### config.mk
export PLATFORM = sky130hd
export DESIGN_NAME = reg_state_ckpt
export DESIGN_NICKNAME = d
export VERILOG_FILES = /design/src/rtl/ascon_pack.sv /design/src/rtl/snap_lifo.sv /design/src/rtl/reg_state_ckpt.sv
export SDC_FILE = /design/constraint.sdc
export NUM_CORES = 2
export LEC_CHECK = 0
export CAP_MARGIN = 30
export CORE_ASPECT_RATIO = 0.9
export CORE_UTILIZATION = 56
export CTS_CLUSTER_DIAMETER = 60
export DETAILED_ROUTE_END_ITERATION = 8
export GPL_ROUTABILITY_DRIVEN = 0
export GPL_TIMING_DRIVEN = 1
export PLACE_DENSITY = 0.93
export SYNTH_ARGS = -nofsm -noshare
export SYNTH_HDL_FRONTEND = slang
export SYNTH_SLANG_ARGS = --single-unit
export TNS_END_PERCENT = 20
### constraint.sdc
create_clock -name clock_i -period 2.8 [get_ports clock_i]
set_input_delay 0.56 -clock clock_i [delete_from_list [all_inputs] [get_ports clock_i]]
set_output_delay 0.56 -clock clock_i [all_outputs]
set_load 0.02 [all_outputs]
### src/rtl/ascon_pack.sv
// Shared ASCON state-register types.
// Write modes and default state geometry.
package ascon_pack;

  localparam int NB_WORDS_D = 5;
  localparam int WORD_W_D   = 64;

  typedef enum logic [2:0] {
    M_HOLD   = 3'd0,
    M_LOAD   = 3'd1,
    M_XOR    = 3'd2,
    M_XOR_IN = 3'd3,
    M_CLEAR  = 3'd4
  } state_mode_t;

  typedef logic [NB_WORDS_D*WORD_W_D-1:0] type_state;

endpackage

### src/rtl/snap_lifo.sv
// Checkpoint LIFO for the ASCON state register.
// Pop beats push; illegal requests raise a combinational error.
module snap_lifo
  import ascon_pack::*;
#(
  parameter  int W     = NB_WORDS_D*WORD_W_D,
  parameter  int DEPTH = 2,
  localparam int CNT_W = $clog2(DEPTH+1)
) (
  input  logic             clock_i,
  input  logic             resetb_i,
  input  logic             push_i,
  input  logic             pop_i,
  input  logic [W-1:0]     din_i,
  output logic [W-1:0]     top_o,
  output logic [CNT_W-1:0] cnt_o,
  output logic             full_o,
  output logic             empty_o,
  output logic             err_o
);

  logic [W-1:0]     mem [DEPTH];
  logic [CNT_W-1:0] cnt;
  logic             do_push;
  logic             do_pop;

  assign full_o  = (cnt == CNT_W'(DEPTH));
  assign empty_o = (cnt == '0);
  assign cnt_o   = cnt;
  assign do_pop  = pop_i & ~empty_o;
  assign do_push = push_i & ~pop_i & ~full_o;
  assign err_o   = (push_i & pop_i) | (pop_i & empty_o) | (push_i & full_o);

  always_comb begin
    top_o = '0;
    for (int i = 0; i < DEPTH; i++)
      if (CNT_W'(i + 1) == cnt) top_o = mem[i];
  end

  always_ff @(posedge clock_i or negedge resetb_i) begin
    if (!resetb_i) begin
      cnt <= '0;
      for (int i = 0; i < DEPTH; i++) mem[i] <= '0;
    end else if (do_pop) begin
      cnt <= cnt - CNT_W'(1);
    end else if (do_push) begin
      for (int i = 0; i < DEPTH; i++)
        if (CNT_W'(i) == cnt) mem[i] <= din_i;
      cnt <= cnt + CNT_W'(1);
    end
  end

endmodule

### src/rtl/reg_state_ckpt.sv
// ASCON state register with masked load/XOR absorb,
// clear, and a LIFO checkpoint stack for rollback.
module reg_state_ckpt
  import ascon_pack::*;
#(
  parameter  int NB_WORDS   = NB_WORDS_D,
  parameter  int WORD_W     = WORD_W_D,
  parameter  int SNAP_DEPTH = 2,
  localparam int CNT_W      = $clog2(SNAP_DEPTH+1),
  localparam int SEL_W      = (NB_WORDS > 1) ? $clog2(NB_WORDS) : 1,
  localparam int ST_W       = NB_WORDS*WORD_W
) (
  input  logic                clock_i,
  input  logic                resetb_i,
  input  logic [2:0]          mode_i,
  input  logic [NB_WORDS-1:0] word_en_i,
  input  logic [SEL_W-1:0]    word_sel_i,
  input  logic [ST_W-1:0]     d_i,
  input  logic [WORD_W-1:0]   data_i,
  input  logic                snap_push_i,
  input  logic                snap_pop_i,
  output logic [ST_W-1:0]     q_o,
  output logic                upd_o,
  output logic [CNT_W-1:0]    snap_cnt_o,
  output logic                snap_full_o,
  output logic                snap_empty_o,
  output logic                err_o
);

  state_mode_t     mode;
  logic [ST_W-1:0] q;
  logic [ST_W-1:0] q_n;
  logic [ST_W-1:0] top;
  logic            wr;
  logic            sel_ok;
  logic            sel_err;
  logic            stk_err;

  assign mode = state_mode_t'(mode_i);
  assign q_o  = q;

  snap_lifo #(
    .W     (ST_W),
    .DEPTH (SNAP_DEPTH)
  ) u_lifo (
    .clock_i  (clock_i),
    .resetb_i (resetb_i),
    .push_i   (snap_push_i),
    .pop_i    (snap_pop_i),
    .din_i    (q),
    .top_o    (top),
    .cnt_o    (snap_cnt_o),
    .full_o   (snap_full_o),
    .empty_o  (snap_empty_o),
    .err_o    (stk_err)
  );

  // A pop (even a failed one) suppresses the mode for this edge
  always_comb begin
    q_n     = q;
    wr      = 1'b0;
    sel_ok  = 1'b0;
    sel_err = 1'b0;
    if (snap_pop_i) begin
      if (!snap_empty_o) begin
        q_n = top;
        wr  = 1'b1;
      end
    end else begin
      case (mode)
        M_LOAD: begin
          for (int w = 0; w < NB_WORDS; w++)
            if (word_en_i[w])
              q_n[w*WORD_W +: WORD_W] = d_i[w*WORD_W +: WORD_W];
          wr = |word_en_i;
        end
        M_XOR: begin
          for (int w = 0; w < NB_WORDS; w++)
            if (word_en_i[w])
              q_n[w*WORD_W +: WORD_W] = q[w*WORD_W +: WORD_W]
                                      ^ d_i[w*WORD_W +: WORD_W];
          wr = |word_en_i;
        end
        M_XOR_IN: begin
          for (int w = 0; w < NB_WORDS; w++)
            if (SEL_W'(w) == word_sel_i) begin
              q_n[w*WORD_W +: WORD_W] = q[w*WORD_W +: WORD_W] ^ data_i;
              sel_ok = 1'b1;
            end
          wr      = sel_ok;
          sel_err = ~sel_ok;
        end
        M_CLEAR: begin
          q_n = '0;
          wr  = 1'b1;
        end
        default: ;
      endcase
    end
  end

  always_ff @(posedge clock_i or negedge resetb_i) begin
    if (!resetb_i) begin
      q     <= '0;
      upd_o <= 1'b0;
      err_o <= 1'b0;
    end else begin
      q     <= q_n;
      upd_o <= wr;
      err_o <= stk_err | sel_err;
    end
  end

endmodule

==> summary.md <==
| Metric | Value |
|---|---|
| Status | finished clean |
| Final setup violation count | 0 |
| PD cells | 1030 nW/um^2 |
| Simple-Gate Fraction of Synth Area | 0.0727 |
| Tcrit/Tclk final | 0.962 |
| Largest family of logic cells by synthesized area | multiplexers |
| First-pass GRT wire length | 265,000 microns |
| CP cell instances | inv_2 -> ha_4 -> buf_4 -> dlygate4sd2_1 |
| Post-synth EDFFs | 0 |
| Share of cells above drive strength 1 | 0.192 |
| Clk_lat worst skew | 0.68 ns |
| Synth-to-layout area growth | 25.2% |
| CP max FO | 10 |
| Ys async rst share | 1.00 |
| CP required | 2.24 ns |
| Area leader, netlist | dfrtp_1 |
| CTS buffer count | 98 |
| Synthesized cell area | 51,900 sq um |
| XOR/XNOR Fraction of Synth Area | 0.0543 |
| Post-placement cell count | 6,364 |
| Design area | 65,000 sq um |
| Setup TNS | 0 ns |
| Element type at the critical path end | output pin |
| Antenna viol nets, final | 0 |
| Register area share after synthesis | 0.464 |
| Synth top cells by count | dfrtp_1, mux2_2, mux2i_1 |
| DR WL/cell | 26.6 microns |
| Maximum clock frequency | 0.371 GHz |
| GR Util All Layers | 0.363 |
| Most used DFF post-synth | dfrtp_1 |
| Top Usage Layer GRT | met2 |
| Row cnt | 105 |
| Worst Tran Pin Value | 0.768 ns |
| Net Count, Synth | 4,979 |
| Via count | 43,300 |
| CTS tree | built |
| Leak | 28.0 nW |
| Vias/cell | 6.61 |
| Netlist cell types | 32 |
| Internal reg-to-reg setup slack | 0.21 ns |
| Clock Skew | 0.0314 ns |
| Met1 Use GR | 0.448 |
| # port buffers | 724 |
| Minimum clock period | 2.69 ns |
| Rel. slew slack | 0.488 |
| Root cell of the clock tree | clkbuf_16 |
| Synth Area in Adders | 0.000964 |
| Nets@finish | 5,638 |
| Number of global-route vias before repair | 44,900 |
| Max stage delay on crit path | 0.49 ns |
| Reg clk slew, reported paths | 0.06 ns |
| # H-tree levels | 3 |
| DP Area | 61,600 sq um |
| Final hold viol count | 0 |
| Initial antenna violation count | 3 |
| Final Max Tran Viols | 0 |
| Routed WL | 174,000 microns |
| Initial drt markers | 4,913 |
| Ys Warns | 0 |
| CP max-delay cell | dfrtp_1 |
| Max clock buf depth | 3 |
| CP Launch Type | flip-flop |
| M3 GR Usage | 0.0888 |
| Buf/Inv on CP | 3 |
| Syn_area_per_cell | 11.4 sq um |
| Tot Pwr | 67.3 mW |
| Hpwl dp | 111,000 microns |
| Setup Crit Path Kind | flip-flop to output pin |
| I/O pin cnt | 725 |
| Height of the die | 291 microns |
| Yosys reg bits | 964 |
| Multiplexer share of the synthesized area | 0.262 |
| TritonCTS sink count | 964 |
| Place WS | -0.119 ns |
| Largest net degree at the start of global routing | 167 |
| Arrival time worst endpoint | 2.13 ns |
| Hold Path Class | input pin to flip-flop |
| Final WS setup | 0.108 ns |
| Fin cells | 6,551 |
| Met2 usage | 0.562 |
| DRC viols | 0 |
| Yosys top cell area share | 0.464 |
| Top delay family on crit path | buffers and inverters |
| Unrepaired setup endpoints after global routing | false |
| Top-count cell post-synth | dfrtp_1 |
| Mapped Cells | 4,576 |
| Synth Area in Compound Gates | 0.0875 |
| Total gr overflow | 0 |
| Top cells by area, synth | dfrtp_1, mux2_2, mux2i_1, xnor2_1, a221oi_1 |
| Core Area | 91,600 sq um |
| Max Cap Violations | 0 |
| Initial core utilization | 0.567 |
| Die X | 323 microns |
| Die area | 94,000 sq um |
| VDD IR-drop max | 0.938 mV |
| Post-CTS setup buffers | 0 |
| Drt first pass iters | 7 |
## cells by family (layout without fill, tap and decap cells)
family | after synthesis | in the layout
buffers and inverters | 680 | 1423
AND/OR/NAND/NOR | 668 | 668
flip-flops | 964 | 964
AO/OA/AOI/OAI | 657 | 657
other | 0 | 2
adder cells (fa/ha/maj) | 4 | 4
XOR/XNOR | 322 | 322
multiplexers | 1281 | 1281
## power breakdown
| part | total [mW] | switching (mW) | internal, mW | leakage [nW] |
|---|---|---|---|---|
| clock | 14.0 | 5.95 | 8.05 | 1.71 |
| combinational | 27.0 | 13.6 | 13.5 | 13.8 |
| sequential | 26.3 | 6.40 | 19.9 | 12.5 |
| total | 67.3 | 25.9 | 41.4 | 28.0 |
## flip-flops by register name, indices dropped and copies added (netlist names)
register and cells:
upd_o 1, u_lifo.mem 640, err_o 1, q_o 320, u_lifo.cnt_o 2
## per-layer routing
| metal | vias up | part of all wire |
|---|---|---|
| li1 | 17600 | - |
| met1 | 21700 | 0.36 |
| met2 | 3149 | 0.46 |
| met3 | 877 | 0.10 |
| met4 | 0 | 0.076 |
| met5 | - | 0 |
## layout by cell type, fill, tap and decap left out, types with 3 or more instances in the layout
cell type,instances
dfrtp_1,964
clkdlybuf4s50_1,720
mux2_2,641
mux2i_1,640
a21oi_1,324
xnor2_1,322
nand2_1,322
nand3b_1,321
inv_1,321
a221oi_1,320
buf_4,101
clkbuf_16,99
buf_12,90
clkinv_2,29
clkbuf_8,21
clkbuf_1,13
bufinv_16,10
nor2_1,9
inv_6,4
o21ai_0,3
o32ai_1,3
nor4_1,3
a211oi_4,3
inv_16,3
## metrics by stage
step,util,hold WS (ns)
after floorplan,-,0.264
after global placement,0.673,0.488
after detailed placement,0.673,0.495
after CTS,0.710,0.363
after global routing,0.710,0.390
final,0.710,0.434
## final cells by class
type                    instances  area, sq um
diodes                          2         5.00
clock buffers                 133         2820
clock inverters                51          618
fillers                      5434        26500
inverters                     323         1220
multi-input cells            2932        24900
flip-flops and latches        964        24100
well taps                    1230         1540
repair buffers                916         9820
## worst register-to-register path: stages, from the launching register on
cell and delay (ns):
dfrtp_1 0.49, inv_2 0.17, ha_4 0.18, buf_4 0.24, buf_12 0.43, nand3b_1 0.38, a21oi_1 0.09, a221oi_1 0.33
mux2i_1 0.15
## worst paths after layout
kind,endpoint,depth (start not counted),startpoint
setup / recovery,snap_full_o,4,u_lifo.cnt_o[0]$_DFFE_PN0P_
hold / removal,err_o$_DFF_PN0_,3,mode_i[0]
setup reg to reg,q_o[82]$_DFFE_PN0P_,8,u_lifo.cnt_o[0]$_DFFE_PN0P_
hold reg to reg,u_lifo.mem[288]$_DFFE_PN0P_,1,u_lifo.mem[288]$_DFFE_PN0P_
max in group asynchronous,u_lifo.mem[266]$_DFFE_PN0P_,4,resetb_i
min in group asynchronous,u_lifo.mem[232]$_DFFE_PN0P_,2,resetb_i
## repair_timing
item | CTS | global route
setup endpoints to repair | 2 | 0
hold buffers | 1 | 0
hold endpoints to repair | 38 | 0
gates resized for setup | 4 | 0
Power figures use the tool's default switching activity.
